[src/rtl/uni_gate_arbiter.sv]
// Round-robin arbiter sharing one bitwise gate unit among NREQ clients.
// Accept in IDLE, compute in EXEC, hold the registered response in RESP.
module uni_gate_arbiter #(
  parameter  int WIDTH = 8,
  parameter  int NREQ  = 4,
  localparam int IDW   = $clog2(NREQ)
) (
  input  logic                  i_clk,
  input  logic                  i_rst_n,
  input  logic [NREQ-1:0]       i_req_valid,
  output logic [NREQ-1:0]       o_req_ready,
  input  logic [3*NREQ-1:0]     i_req_op,
  input  logic [WIDTH*NREQ-1:0] i_req_a,
  input  logic [WIDTH*NREQ-1:0] i_req_b,
  output logic                  o_rsp_valid,
  input  logic                  i_rsp_ready,
  output logic [IDW-1:0]        o_rsp_id,
  output logic [WIDTH-1:0]      o_rsp_data,
  output logic                  o_rsp_err,
  output logic                  o_busy
);

  typedef enum logic [1:0] {
    IDLE,
    EXEC,
    RESP
  } state_e;

  state_e           state_q, state_d;
  logic [IDW-1:0]   ptr_q, ptr_d;
  logic [IDW-1:0]   id_q, id_d;
  logic [2:0]       op_q, op_d;
  logic [WIDTH-1:0] a_q, a_d;
  logic [WIDTH-1:0] b_q, b_d;
  logic [IDW-1:0]   rsp_id_q, rsp_id_d;
  logic [WIDTH-1:0] rsp_data_q, rsp_data_d;
  logic             rsp_err_q, rsp_err_d;

  logic [IDW-1:0]   grant;
  logic             grant_vld;
  logic [IDW:0]     scan;
  logic [NREQ-1:0]  req_ready;
  logic [WIDTH-1:0] alu_data;
  logic             alu_err;

  // Rotating priority: smallest offset from ptr wins (scan high to low)
  always_comb begin
    grant     = '0;
    grant_vld = 1'b0;
    scan      = '0;
    for (int i = NREQ - 1; i >= 0; i--) begin
      scan = {1'b0, ptr_q} + (IDW+1)'(i);
      if (scan >= (IDW+1)'(NREQ))
        scan = scan - (IDW+1)'(NREQ);
      if (i_req_valid[scan[IDW-1:0]]) begin
        grant     = scan[IDW-1:0];
        grant_vld = 1'b1;
      end
    end
  end

  // Shared gate unit on the latched operands
  always_comb begin
    alu_data = '0;
    alu_err  = 1'b0;
    case (op_q)
      3'd0:    alu_data = ~a_q;
      3'd1:    alu_data = a_q | b_q;
      3'd2:    alu_data = a_q & b_q;
      3'd3:    alu_data = ~(a_q | b_q);
      3'd4:    alu_data = ~(a_q & b_q);
      3'd5:    alu_data = a_q ^ b_q;
      3'd6:    alu_data = ~(a_q ^ b_q);
      default: alu_err  = 1'b1;
    endcase
  end

  // Next-state, capture and handshake logic
  always_comb begin
    state_d    = state_q;
    ptr_d      = ptr_q;
    id_d       = id_q;
    op_d       = op_q;
    a_d        = a_q;
    b_d        = b_q;
    rsp_id_d   = rsp_id_q;
    rsp_data_d = rsp_data_q;
    rsp_err_d  = rsp_err_q;
    req_ready  = '0;
    unique case (state_q)
      IDLE: begin
        if (grant_vld) begin
          req_ready = NREQ'(1) << grant;
          id_d      = grant;
          op_d      = i_req_op[3*grant +: 3];
          a_d       = i_req_a[WIDTH*grant +: WIDTH];
          b_d       = i_req_b[WIDTH*grant +: WIDTH];
          state_d   = EXEC;
        end
      end
      EXEC: begin
        rsp_id_d   = id_q;
        rsp_data_d = alu_data;
        rsp_err_d  = alu_err;
        state_d    = RESP;
      end
      RESP: begin
        if (i_rsp_ready) begin
          ptr_d   = (rsp_id_q == IDW'(NREQ - 1)) ? '0
                                                 : rsp_id_q + 1'b1;
          state_d = IDLE;
        end
      end
      default: state_d = IDLE;
    endcase
  end

  // State and datapath registers; reset drops any transaction in flight
  always_ff @(posedge i_clk or negedge i_rst_n) begin
    if (!i_rst_n) begin
      state_q    <= IDLE;
      ptr_q      <= '0;
      id_q       <= '0;
      op_q       <= '0;
      a_q        <= '0;
      b_q        <= '0;
      rsp_id_q   <= '0;
      rsp_data_q <= '0;
      rsp_err_q  <= 1'b0;
    end else begin
      state_q    <= state_d;
      ptr_q      <= ptr_d;
      id_q       <= id_d;
      op_q       <= op_d;
      a_q        <= a_d;
      b_q        <= b_d;
      rsp_id_q   <= rsp_id_d;
      rsp_data_q <= rsp_data_d;
      rsp_err_q  <= rsp_err_d;
    end
  end

  assign o_req_ready = i_rst_n ? req_ready : '0;
  assign o_rsp_valid = (state_q == RESP);
  assign o_busy      = (state_q != IDLE);
  assign o_rsp_id    = rsp_id_q;
  assign o_rsp_data  = rsp_data_q;
  assign o_rsp_err   = rsp_err_q;

endmodule

[config.mk]
export PLATFORM = sky130hd
export DESIGN_NAME = uni_gate_arbiter
export DESIGN_NICKNAME = d
export VERILOG_FILES = /design/src/rtl/uni_gate_arbiter.sv
export SDC_FILE = /design/constraint.sdc
export NUM_CORES = 1
export LEC_CHECK = 0
export BUFFER_PORTS_ARGS = -buffer_cell sky130_fd_sc_hd__buf_2
export CORE_MARGIN = 2
export CORE_UTILIZATION = 45
export DETAILED_ROUTE_END_ITERATION = 10
export GPL_TIMING_DRIVEN = 0
export PLACE_DENSITY = 0.81
export SYNTH_ARGS = -nofsm -noshare
export SYNTH_HDL_FRONTEND = slang
export SYNTH_SLANG_ARGS = --single-unit
[constraint.sdc]
create_clock -name i_clk -period 5.6 [get_ports i_clk]
set_clock_uncertainty 0.1 [all_clocks]
set_input_delay 1.12 -clock i_clk [delete_from_list [all_inputs] [get_ports i_clk]]
set_output_delay 1.12 -clock i_clk [all_outputs]
set_load 0.1 [all_outputs]
# Word level (Yosys, flattened, before mapping)
# Index checks and enable logic that the tools add are counted.
[totals]
regBits = 36
inputBits = 83
[classes]
n_addsub = 8
multipliers = 1
order_cmp = 8
n_eq_ne = 11
n_shift = 4
mux = 29
n_bitwise = 7
reduce_logical = 7
[op_table]
columns = ["cell", "n"]
rows = [
  ["indexed part select 32 x 6 -> 8 bit", 2],
  ["case mux 8 bit (7 select lines)", 1],
  ["NOT 8 bit", 4],
  ["two-way mux 2 bit", 11],
  ["less-than comparator 2 x 3 -> 1 bit, second input constant", 4],
  ["two-way mux 4 bit", 3],
  ["indexed part select 12 x 5 -> 3 bit", 1],
  ["equality test 3 bit, second input constant", 3],
  ["greater-or-equal comparator 3 bit, second input constant", 3],
  ["two-way mux 1 bit", 9],
  ["bitwise AND 8 bit", 1],
  ["binary-select mux 1 bit (select 2 bit)", 4],
  ["OR 8 bit", 1],
  ["subtractor 2 x 1 -> 2 bit, second input constant", 4],
  ["XOR 8 bit", 1],
  ["OR reduction 7 bit", 1],
  ["adder 2 x 2 -> 3 bit, second input constant", 2],
  ["equality test 3 x 2 -> 1 bit, second input constant", 2],
  ["case mux 2 bit (3 select lines)", 1],
  ["AND reduction 2 bit", 3],
  ["equality test 2 bit, second input constant", 2],
  ["multiplier 2 x 2 -> 4 bit, first input constant", 1],
  ["left shift 1 x 2 -> 4 bit, first input constant", 1],
  ["adder 2 x 1 -> 3 bit, second input constant", 1],
  ["other kinds (9)", 9],
]

# Depth between registers and ports, before layout
# Gate-level depths: netlist of run 1.
[logic_depth]
word_depth = 13
depth_mapped = 7

# Least setup slack after synthesis of run 1
# No wires, ideal clock.
[synth_path]
path_type = "input to output"
from = "input i_req_valid[1]"
to = "output o_req_ready[0]"
arrival_ps = 4105
required_ps = 4380
slack_ps = 275
cell_stages = 4
path_buffers = 1
path_cell_list = "or3b_1 o221ai_4 buf_4 nor3b_1"
[synth_between]
elab_chain_len = 10
elab_cells_between_ends = 20
classes_between = "shift: 1; mux: 19"
[synth_rtl]
columns = ["item", "line", "text"]
rows = [
  ["start: declaration", "10", "input logic [NREQ-1:0] i_req_valid,"],
  ["binary-select mux 1 bit (select 2 bit)", "55", "if (i_req_valid[scan[IDW-1:0]]) begin"],
  ["two-way mux 1 bit (implied by the code)", "55", ""],
  ["two-way mux 2 bit (4 in series)", "55", ""],
  ["left shift 1 x 2 -> 4 bit", "93", "req_ready = NREQ'(1) << grant;"],
  ["two-way mux 4 bit *", "92", "if (grant_vld) begin"],
  ["two-way mux 4 bit *", "90", "unique case (state_q)"],
  ["two-way mux 4 bit *", "143", "assign o_req_ready = i_rst_n ? req_ready : '0;"],
  ["end: declaration", "11", "output logic [NREQ-1:0] o_req_ready,"],
]
# Mark *: on every way between the ends. The rest lies on a longest branch, timed or not. The select of a mux whose other input is x is not followed.

# Worst setup path after layout of run 1
# Ends and elaborated chain as after synthesis.

==> metrics.txt, run 1 <==
Most common cell on crit path buf_2; DRC 0; Highest Signal Layer met4; area grow syn2layout 28.1%; r2r startpoint ptr_q[1]$_DFFE_PN0P_; max_slew headroom a little under half; vias per cell 5.25; wl on met1 3020 um; first-pass GRT wire length 10700 um; clk sink count 36; total CTS buffers 5; CTS max path bufs 2; row count 28; max incr delay on CP 460 ps; largest net degree at the start of global routing 38; syn avg cell area between 9 and 10 um2; max cap viols 0; Crit Path Category in2out; CTS root buffer clkbuf_8; antenna cell count 0; Multi-input gate area 1560 um2; via count about 2500; antenna viol nets, final 0; met2 WL post-DR 3120 um; Die Span Y around 81 um; Hold WC Path Type reg2reg; setup repair bufs after CTS 0; DRT Pass-1 Iters 4; port bufs 99; CP Data Arrival Time 2750 ps; R2R setup slack 3630 ps; Hold Path End o_rsp_data[7]$_DFFE_PN0N_; Non-Filler Instances between 400 and 500; Worst R2R End op_q[1]$_DFFE_PN0P_; worst path cell trace buf_2 -> a21boi_0 -> o221ai_4 -> buf_4 -> nor3b_1 -> buf_2; Seq/Total Area, Yosys around 34%; fin crit share just over 70%; DP HPWL 5160 um; worst vdd ir 334 uV; GRT Util Overall around a fifth; crit-path max FO 10; GPL Wtd Cong 0.850; Placeable Area roughly 5800 um2; CP Launch Type input pin; Leakage Power approximately 1.8 nW; hold buffers post-CTS 0; wire length per cell about 14 um; Fin Setup TNS 0 ps; starting density of the core 45.8%; Req. time, crit path roughly 4400 ps; Fill cells approximately 550; Hold Startpoint o_rsp_data[7]$_DFFE_PN0N_; die area roughly 6600 um2; vias in the first global route roughly 2300; Synthesis Warnings 0; Synth Register Bits 36; crit end category output port; fmax 252 MHz; Pins Over Slew Limit 0; pwr dens 663 nW/um2; Starting DRT DRC Count 119; status complete, no violations; CTS tree done; Slowest-stage cell, CP buf_2; clk slew on worst S/H paths ~70 ps; Die X just over 80 um; FF/Latch Area 901 um2; final net count about 490; initial antenna violation count 0; I/O pin cnt 100; final setup fails 0; Synth cell types just over 40; met3 WL post-DR between 300 and 400 um; Syn Inst Count 286; placed instance count 460; Syn Nets 386; Worst Tran Pin Value between 800 and 900 ps; Fin. Hold Viols 0; Post-CTS Resized 0; Overflow after GRT 0; Hold Path Depth 2; WL final between 6000 and 7000 um; RSZ-0062 raised after global routing no; cell area after synthesis around 2700 um2; H-tree depth 2; R2R depth 5; Clk Latency, worst-skew pair approximately 300 ps; Final min period just under 4000 ps; proportion of layout cells with a drive suffix above 1 about 32%
==> worst max path at each step <==
stage	slack (ps)	start	to	cells after the start
4_1_cts	1640	i_req_valid[1]	o_req_ready[0]	6
3_5_place_dp	1640	i_req_valid[1]	o_req_ready[0]	6
6_report	1630	i_req_valid[1]	o_req_ready[0]	6
2_1_floorplan	270	i_req_valid[1]	o_req_ready[0]	4
5_1_grt	1480	i_req_valid[1]	o_req_ready[1]	6
3_3_place_gp	1630	i_req_valid[1]	o_req_ready[0]	6
==> layout make-up <==
type	count	area share, %
clock inverters	3	2.64
repair buffers	99	14.5
plain buffers	21	3.33
well taps	75	2.75
inverters	24	2.64
flip-flops and latches	36	26.4
multi-input cells	205	45.7
clock buffers	5	2.02
==> layout by cell type, fill, tap and decap left out, types with 2 or more instances in the layout <==
cell | synthesis | final
dfrtp_1 | 36 | 36
clkbuf_8 | 0 | 5
nor2_1 | 9 | 9
a22o_1 | 3 | 3
o21ai_0 | 12 | 12
bufinv_16 | 0 | 3
buf_6 | 3 | 3
ha_1 | 17 | 17
buf_2 | 7 | 106
nor3b_1 | 2 | 2
a211oi_1 | 7 | 7
nand3_1 | 3 | 3
inv_1 | 23 | 23
nor3_1 | 4 | 4
xnor2_1 | 2 | 2
mux2_2 | 4 | 4
nor2b_1 | 4 | 4
or2_1 | 2 | 2
a221oi_1 | 3 | 3
xor2_1 | 4 | 4
nand2b_1 | 3 | 3
nand2_1 | 35 | 35
mux2i_1 | 42 | 42
o221ai_1 | 22 | 22
clkbuf_1 | 9 | 9
a21oi_1 | 13 | 13
==> metal layers <==
layer	track usage, %	vias to the layer above
met4	7.80	0
met2	35.8	71
met5	0	-
li1	-	1245
met1	27.5	1132
met3	3.33	8
==> synth_stat cells (all sizes together) <==
| cell type | number | area share, % |
|---|---|---|
| and2 | 1 | 0.23 |
| o31ai | 1 | 0.28 |
| a22o | 3 | 0.99 |
| o21ai | 12 | 2.3 |
| nor4 | 1 | 0.23 |
| nor2 | 9 | 1.3 |
| a211oi | 7 | 2.0 |
| buf | 12 | 3.0 |
| nor3b | 2 | 0.56 |
| a211o | 1 | 0.33 |
| nand2b | 3 | 0.70 |
| and3 | 1 | 0.23 |
| xnor2 | 2 | 0.66 |
| nor2b | 4 | 0.94 |
| a31o | 1 | 0.33 |
| o21a | 1 | 0.28 |
| clkbuf | 9 | 1.3 |
| or2 | 2 | 0.47 |
| nand2 | 35 | 4.9 |
| a221oi | 3 | 0.99 |
| inv | 24 | 3.4 |
| xor2 | 4 | 1.3 |
| or3b | 1 | 0.33 |
| a21boi | 1 | 0.28 |
| a31oi | 1 | 0.23 |
| nor3 | 4 | 0.75 |
| ha | 17 | 8.0 |
| mux4 | 1 | 0.84 |
| o221ai | 23 | 8.2 |
| dfrtp | 36 | 34 |
| nand3b | 1 | 0.28 |
| nand3 | 3 | 0.56 |
| mux2 | 4 | 1.7 |
| mux2i | 42 | 16 |
| o22ai | 1 | 0.23 |
| a21oi | 13 | 2.4 |
==> report_power, final <==
| group | switching, W | internal, W |
|---|---|---|
| clock network | 0.000102 | 0.000223 |
| logic | 0.000957 | 0.000495 |
| registers | 0.0000980 | 0.000390 |
| total | 0.00116 | 0.00111 |
==> per-stage QoR <==
stage / hold slack, ps / instance area (um2) / worst slack [ps] / total power, W / util [%]
global route: 419 / 3410 / 1480 / 0.00244 / 58.7
detailed placement: 370 / 3260 / 1640 / 0.00194 / 56.0
floorplan: 343 / 2670 / 275 / 0.00163 / -
CTS: 389 / 3410 / 1640 / 0.00227 / 58.7
finish: 384 / 3410 / 1630 / 0.00227 / 58.7
global placement: 359 / 3260 / 1630 / 0.00190 / 56.0
==> cell families after synthesis <==
group,after synthesis,share of synthesized area [%]
xor+xnor,6,1.97
compound gates,68,18.8
flops,36,33.8
simple gates,67,11.5
buf+inv,45,7.65
mux,47,18.3
fa+ha+maj,17,7.98
==> state kept, by name, indices dropped and copies added (netlist names) <==
register    count
o_rsp_err       1
ptr_q           2
a_q             8
b_q             8
op_q            3
o_rsp_id        2
id_q            2
state_q         2
o_rsp_data      8
==> critical path, delay by kind of cell <==
kind                   cells  cell delay (ps)
AOI/OAI and AO/OA          2              570
buffers and inverters      3              850
and+or+nand+nor            1              200
Note: power is estimated with default switching activity, not from simulation.
==> run 2: changes to the inputs <==
- ABC_AREA: default -> 1
- PLACE_DENSITY: 0.81 -> 0.79
- clock period: 5.6 -> 4.15 ns (I/O delays scaled with it)
==> metrics.txt, run 2 <==
via count 3393 (+38%); proportion of layout cells with a drive suffix above 1 22.3% (-9.8 points); CP Data Arrival Time 2630 ps (-120 ps); Hold WC Path Type reg2reg; die area 7600 um2 (+16%); GRT Util Overall 21.3% (+0.13 points); Pins Over Slew Limit 0 (unchanged); most frequent cell after synthesis nand2_1; Synth top cells by count nand2_1 (160), inv_1 (100), nand3_1 (70); Starting DRT DRC Count 165 (+39%); antenna cell count 0 (unchanged); syn avg cell area 6.29 um2 (-33%); status complete, no violations; max cap viols 0 (unchanged); clk slew on worst S/H paths 70 ps (about the same); fin area 3820 um2 (+12%); setup repair bufs after CTS 0 (unchanged); Synthesis Warnings 0 (unchanged); fmax about 280 MHz; total CTS buffers 5 (unchanged); number of enable flip-flop cells after synthesis 0 (unchanged); first-pass GRT wire length 13300 um (+24%); vias in the first global route 3167 (+37%); CTS max path bufs 2 (unchanged); antenna viol nets, final 0 (unchanged); row count 30 (+7.1%); clk sink count 36 (unchanged); hold buffers post-CTS 0 (unchanged); final net count 701 (+42%); Die Span Y 87.2 um (+7.7%); area grow syn2layout 22.6%; Synth Register Bits 36 (unchanged); DRC 0 (unchanged); commonest non-fill, non-tap cells in the layout nand2_1 (160), buf_2 (106), inv_1 (100); largest net degree at the start of global routing 39 (+2.6%); Synth cell types 31 (-24%); most common cell after layout, fill and taps aside nand2_1; cell area after synthesis 3110 um2 (+17%); WL final 7850 um (+20%); wire length per cell 11.5 um (-18%); port bufs 99 (unchanged); Fill cells 684 (+24%); Final Hold Slack 382 ps (-2.05 ps); initial antenna violation count 0 (unchanged); r2r startpoint ptr_q[0]$_DFFE_PN0P_; H-tree depth 2 (unchanged); Worst Tran Pin Value 986 ps (+184 ps); crit-path max FO 10 (unchanged); Yosys top cell by area dfrtp_1; Fin Setup TNS 0 ps (unchanged); placed inst area 3710 um2 (+14%); DRT Pass-1 Iters 5 (+1); Overflow after GRT 0 (unchanged); CTS tree done; Crit Path Category in2out; Die X 87.2 um (+7.7%); Post-CTS Resized 0 (unchanged); Req. time, crit path 3220 ps (-1160 ps); I/O pin cnt 100 (unchanged); Clk Latency, worst-skew pair 290 ps (about the same); Final min period about 3600 ps; fin crit share between 80 and 90%; starting density of the core 46.1% (+0.23 points); GPL Wtd Cong 0.937 (+10%); Hold Startpoint o_rsp_data[0]$_DFFE_PN0N_; top cells by area, synth dfrtp_1 (29%), nand2_1 (19%), inv_1 (12%); vias per cell 4.98 (-5.2%); Primary FF master, synth dfrtp_1; ys async rst share 100% (unchanged); Placeable Area 6760 um2 (+16%); Fin. Hold Viols 0 (unchanged); crit end category output port; post-synth top area share 28.9% (-4.8 points); Seq/Total Area, Yosys 28.9% (-4.8 points); RSZ-0062 raised after global routing no; CTS root buffer clkbuf_8; Syn Nets 595 (+54%); max_slew headroom 33.7% (-13 points); Syn Inst Count 495 (+73%); crit path from i_req_valid[3]; CP Launch Type input pin; DP HPWL 6330 um (+23%); final setup fails 0 (unchanged)
-- run 2: area by class of cell --
| cell class | instances | area [um2] | area share, % |
|---|---|---|---|
| buffer | 17 | 115 | 3.02 |
| clock buffer | 6 | 72.6 | 1.90 |
| clock inverter | 2 | 35.0 | 0.918 |
| inverter | 102 | 385 | 10.1 |
| multi-input combinational | 340 | 1710 | 44.9 |
| sequential | 36 | 901 | 23.6 |
| tap | 80 | 100 | 2.62 |
| timing repair buffer | 99 | 495 | 13.0 |
-- run 2: per-layer routing --
layer | global-route usage (%) | wire, um | up-vias
met2 | 38.8 | 3920 | 78
met5 | 0 | 0 | -
li1 | - | - | 1748
met4 | 4.90 | 83 | 0
met3 | 2.27 | 390 | 11
met1 | 27.1 | 3460 | 1556
-- run 2: worst paths after layout --
check                      cells after the start  slack [ps]                   endpoint
max                                           14         590             o_req_ready[0]
min                                            2         380  o_rsp_data[0]$_DFFE_PN0N_
max reg2reg                                   12        2100         b_q[6]$_DFFE_PN0P_
min reg2reg                                    2         380  o_rsp_data[0]$_DFFE_PN0N_
max in group asynchronous                      1        2890         b_q[5]$_DFFE_PN0P_
min in group asynchronous                      1         530         b_q[6]$_DFFE_PN0P_
-- run 2: kinds of logic after synthesis --
group / count (synthesis) / share of synthesized area (%)
simple gates: 277 / 39.4
buf+inv: 119 / 16.1
fa+ha+maj: 17 / 6.83
compound gates: 46 / 8.76
flops: 36 / 28.9
-- run 2: worst max-delay path: stages --
cell	delay, ps
buf_2	110
inv_1	50
nand2_1	50
and2_1	160
nor2_2	100
inv_1	70
nand2_1	80
nand2_2	80
nand2_2	130
buf_6	150
buf_6	140
nand2_1	90
nor3_2	130
buf_2	450
-- run 2: through the flow --
| stage | setup WS, ps | std cells | utilization (%) |
|---|---|---|---|
| final | 587 | 682 | 56.5 |
| after global routing | 403 | 682 | 56.5 |
| after CTS | 576 | 682 | 56.5 |
| after detailed placement | 580 | 674 | 54.9 |
| after global placement | 612 | 674 | 54.9 |
| after floorplan | 304 | 495 | - |
Power of run 2 is left out: the tool's default activity adds up to more than one toggle a clock period on the data nets, which glitch-free logic cannot reach.
==> run 3: changes to the inputs <==
- RECOVER_POWER: default -> 100
==> metrics.txt, run 3 (same netlist as run 2, synthesis figures left out) <==
Pins Over Slew Limit 0 (unchanged); Clk Latency, worst-skew pair 290 ps (about the same); max_slew headroom 22.6% (-11 points); port bufs 99 (unchanged); antenna viol nets, final 0 (unchanged); Fin. Hold Viols 0 (unchanged); GPL Wtd Cong 0.937 (unchanged); area grow syn2layout 21.4%; CTS tree done; crit-path max FO 10 (unchanged); Fin Setup TNS 0 ps (unchanged); row count 30 (unchanged); proportion of layout cells with a drive suffix above 1 18.8% (-3.5 points); Most Crowded Layer GR met2; Placeable Area 6760 um2 (unchanged); WL final 7880 um (+0.34%); commonest non-fill, non-tap cells in the layout nand2_1 (165), inv_1 (100), buf_2 (88); H-tree depth 2 (unchanged); Die X 87.2 um (unchanged); met2 GRT Util 38.8% (unchanged); starting density of the core 46.1% (unchanged); max cap viols 0 (unchanged); I/O pin cnt 100 (unchanged); Req. time, crit path 3220 ps (about the same); Overflow after GRT 0 (unchanged); CTS max path bufs 2 (unchanged); Starting DRT DRC Count 181 (+9.7%); hold buffers post-CTS 0 (unchanged); grt met3 use 2.27% (unchanged); most common cell after layout, fill and taps aside nand2_1; largest net degree at the start of global routing 39 (unchanged); Die Span Y 87.2 um (unchanged); DRT Pass-1 Iters 4 (-1); final net count 701 (unchanged); final setup fails 0 (unchanged); first-pass GRT wire length 13300 um (unchanged); CTS root buffer clkbuf_8; clk slew on worst S/H paths 60 ps (about the same); Final min period 3670 ps (+112 ps); DRC 0 (unchanged); status complete, no violations; clk sink count 36 (unchanged); Post-CTS Resized 0 (unchanged); wire length per cell 11.6 um (+0.34%); DP HPWL 6330 um (unchanged); vias per cell 4.97 (-0.12%); initial antenna violation count 0 (unchanged); Hold WC Path Type reg2reg; setup repair bufs after CTS 0 (unchanged); via count 3389 (-0.12%); fin crit share 88.5% (+2.7 points); total CTS buffers 5 (unchanged); RSZ-0062 raised after global routing no; die area 7600 um2 (unchanged); CP Data Arrival Time 2740 ps (+110 ps); Worst Tran Pin Value 1170 ps (+180 ps); GRT Util Overall 21.3% (unchanged); Crit Path Category in2out; CP Launch Type input pin; antenna cell count 0 (unchanged); fmax 272 MHz (-3.0%); crit end category output port; vias in the first global route 3167 (unchanged); GR Layer Usage met1 27.1% (unchanged)
==> run 3: final timing paths <==
| kind | start | cells after the start | endpoint | slack (ps) |
|---|---|---|---|---|
| worst max-delay path | i_req_valid[2] | 14 | o_req_ready[0] | 480 |
| worst min-delay path | o_rsp_data[1]$_DFFE_PN0N_ | 2 | o_rsp_data[1]$_DFFE_PN0N_ | 390 |
| worst max register to register | ptr_q[0]$_DFFE_PN0P_ | 12 | b_q[3]$_DFFE_PN0P_ | 1790 |
| worst min register to register | o_rsp_data[1]$_DFFE_PN0N_ | 2 | o_rsp_data[1]$_DFFE_PN0N_ | 390 |
| max in group asynchronous | i_rst_n | 1 | o_rsp_err$_DFFE_PN0N_ | 2900 |
| min in group asynchronous | i_rst_n | 1 | o_rsp_data[0]$_DFFE_PN0N_ | 540 |
==> run 3: critical path: stages <==
cell	delay (ps)
buf_2	110
inv_1	50
nand2_1	60
and2_1	150
nor2_2	100
inv_1	70
nand2_1	60
nand2_1	90
nand2_1	200
buf_6	170
buf_6	140
nand2_1	90
nor3_2	140
clkbuf_2	480
==> run 3: cell type report <==
type / instances / area (um2)
multi-input combinational: 340 / 1700
sequential: 36 / 901
timing repair buffer: 99 / 478
tap: 80 / 100
clock inverter: 2 / 35.0
inverter: 102 / 385
clock buffer: 6 / 72.6
buffer: 17 / 111
fill: 693 / 2980
==> run 3: through the flow <==
step                instance area (um2)  hold WS [ps]  setup slack (ps)  std cells  utilization, %
global route                       3780           411               213        682            55.9
finish                             3780           387               475        682            55.9
floorplan                          3110           350               304        495               -
CTS                                3820           385               576        682            56.5
global placement                   3710           366               612        674            54.9
detailed placement                 3710           369               580        674            54.9
==> run 3: routing by layer <==
layer / vias to the layer above / wire (um)
li1: 1751 / -
met1: 1550 / 3500
met2: 78 / 3910
met3: 10 / 389
met4: 0 / 83
met5: - / 0
Power of run 3 is left out for the same reason.
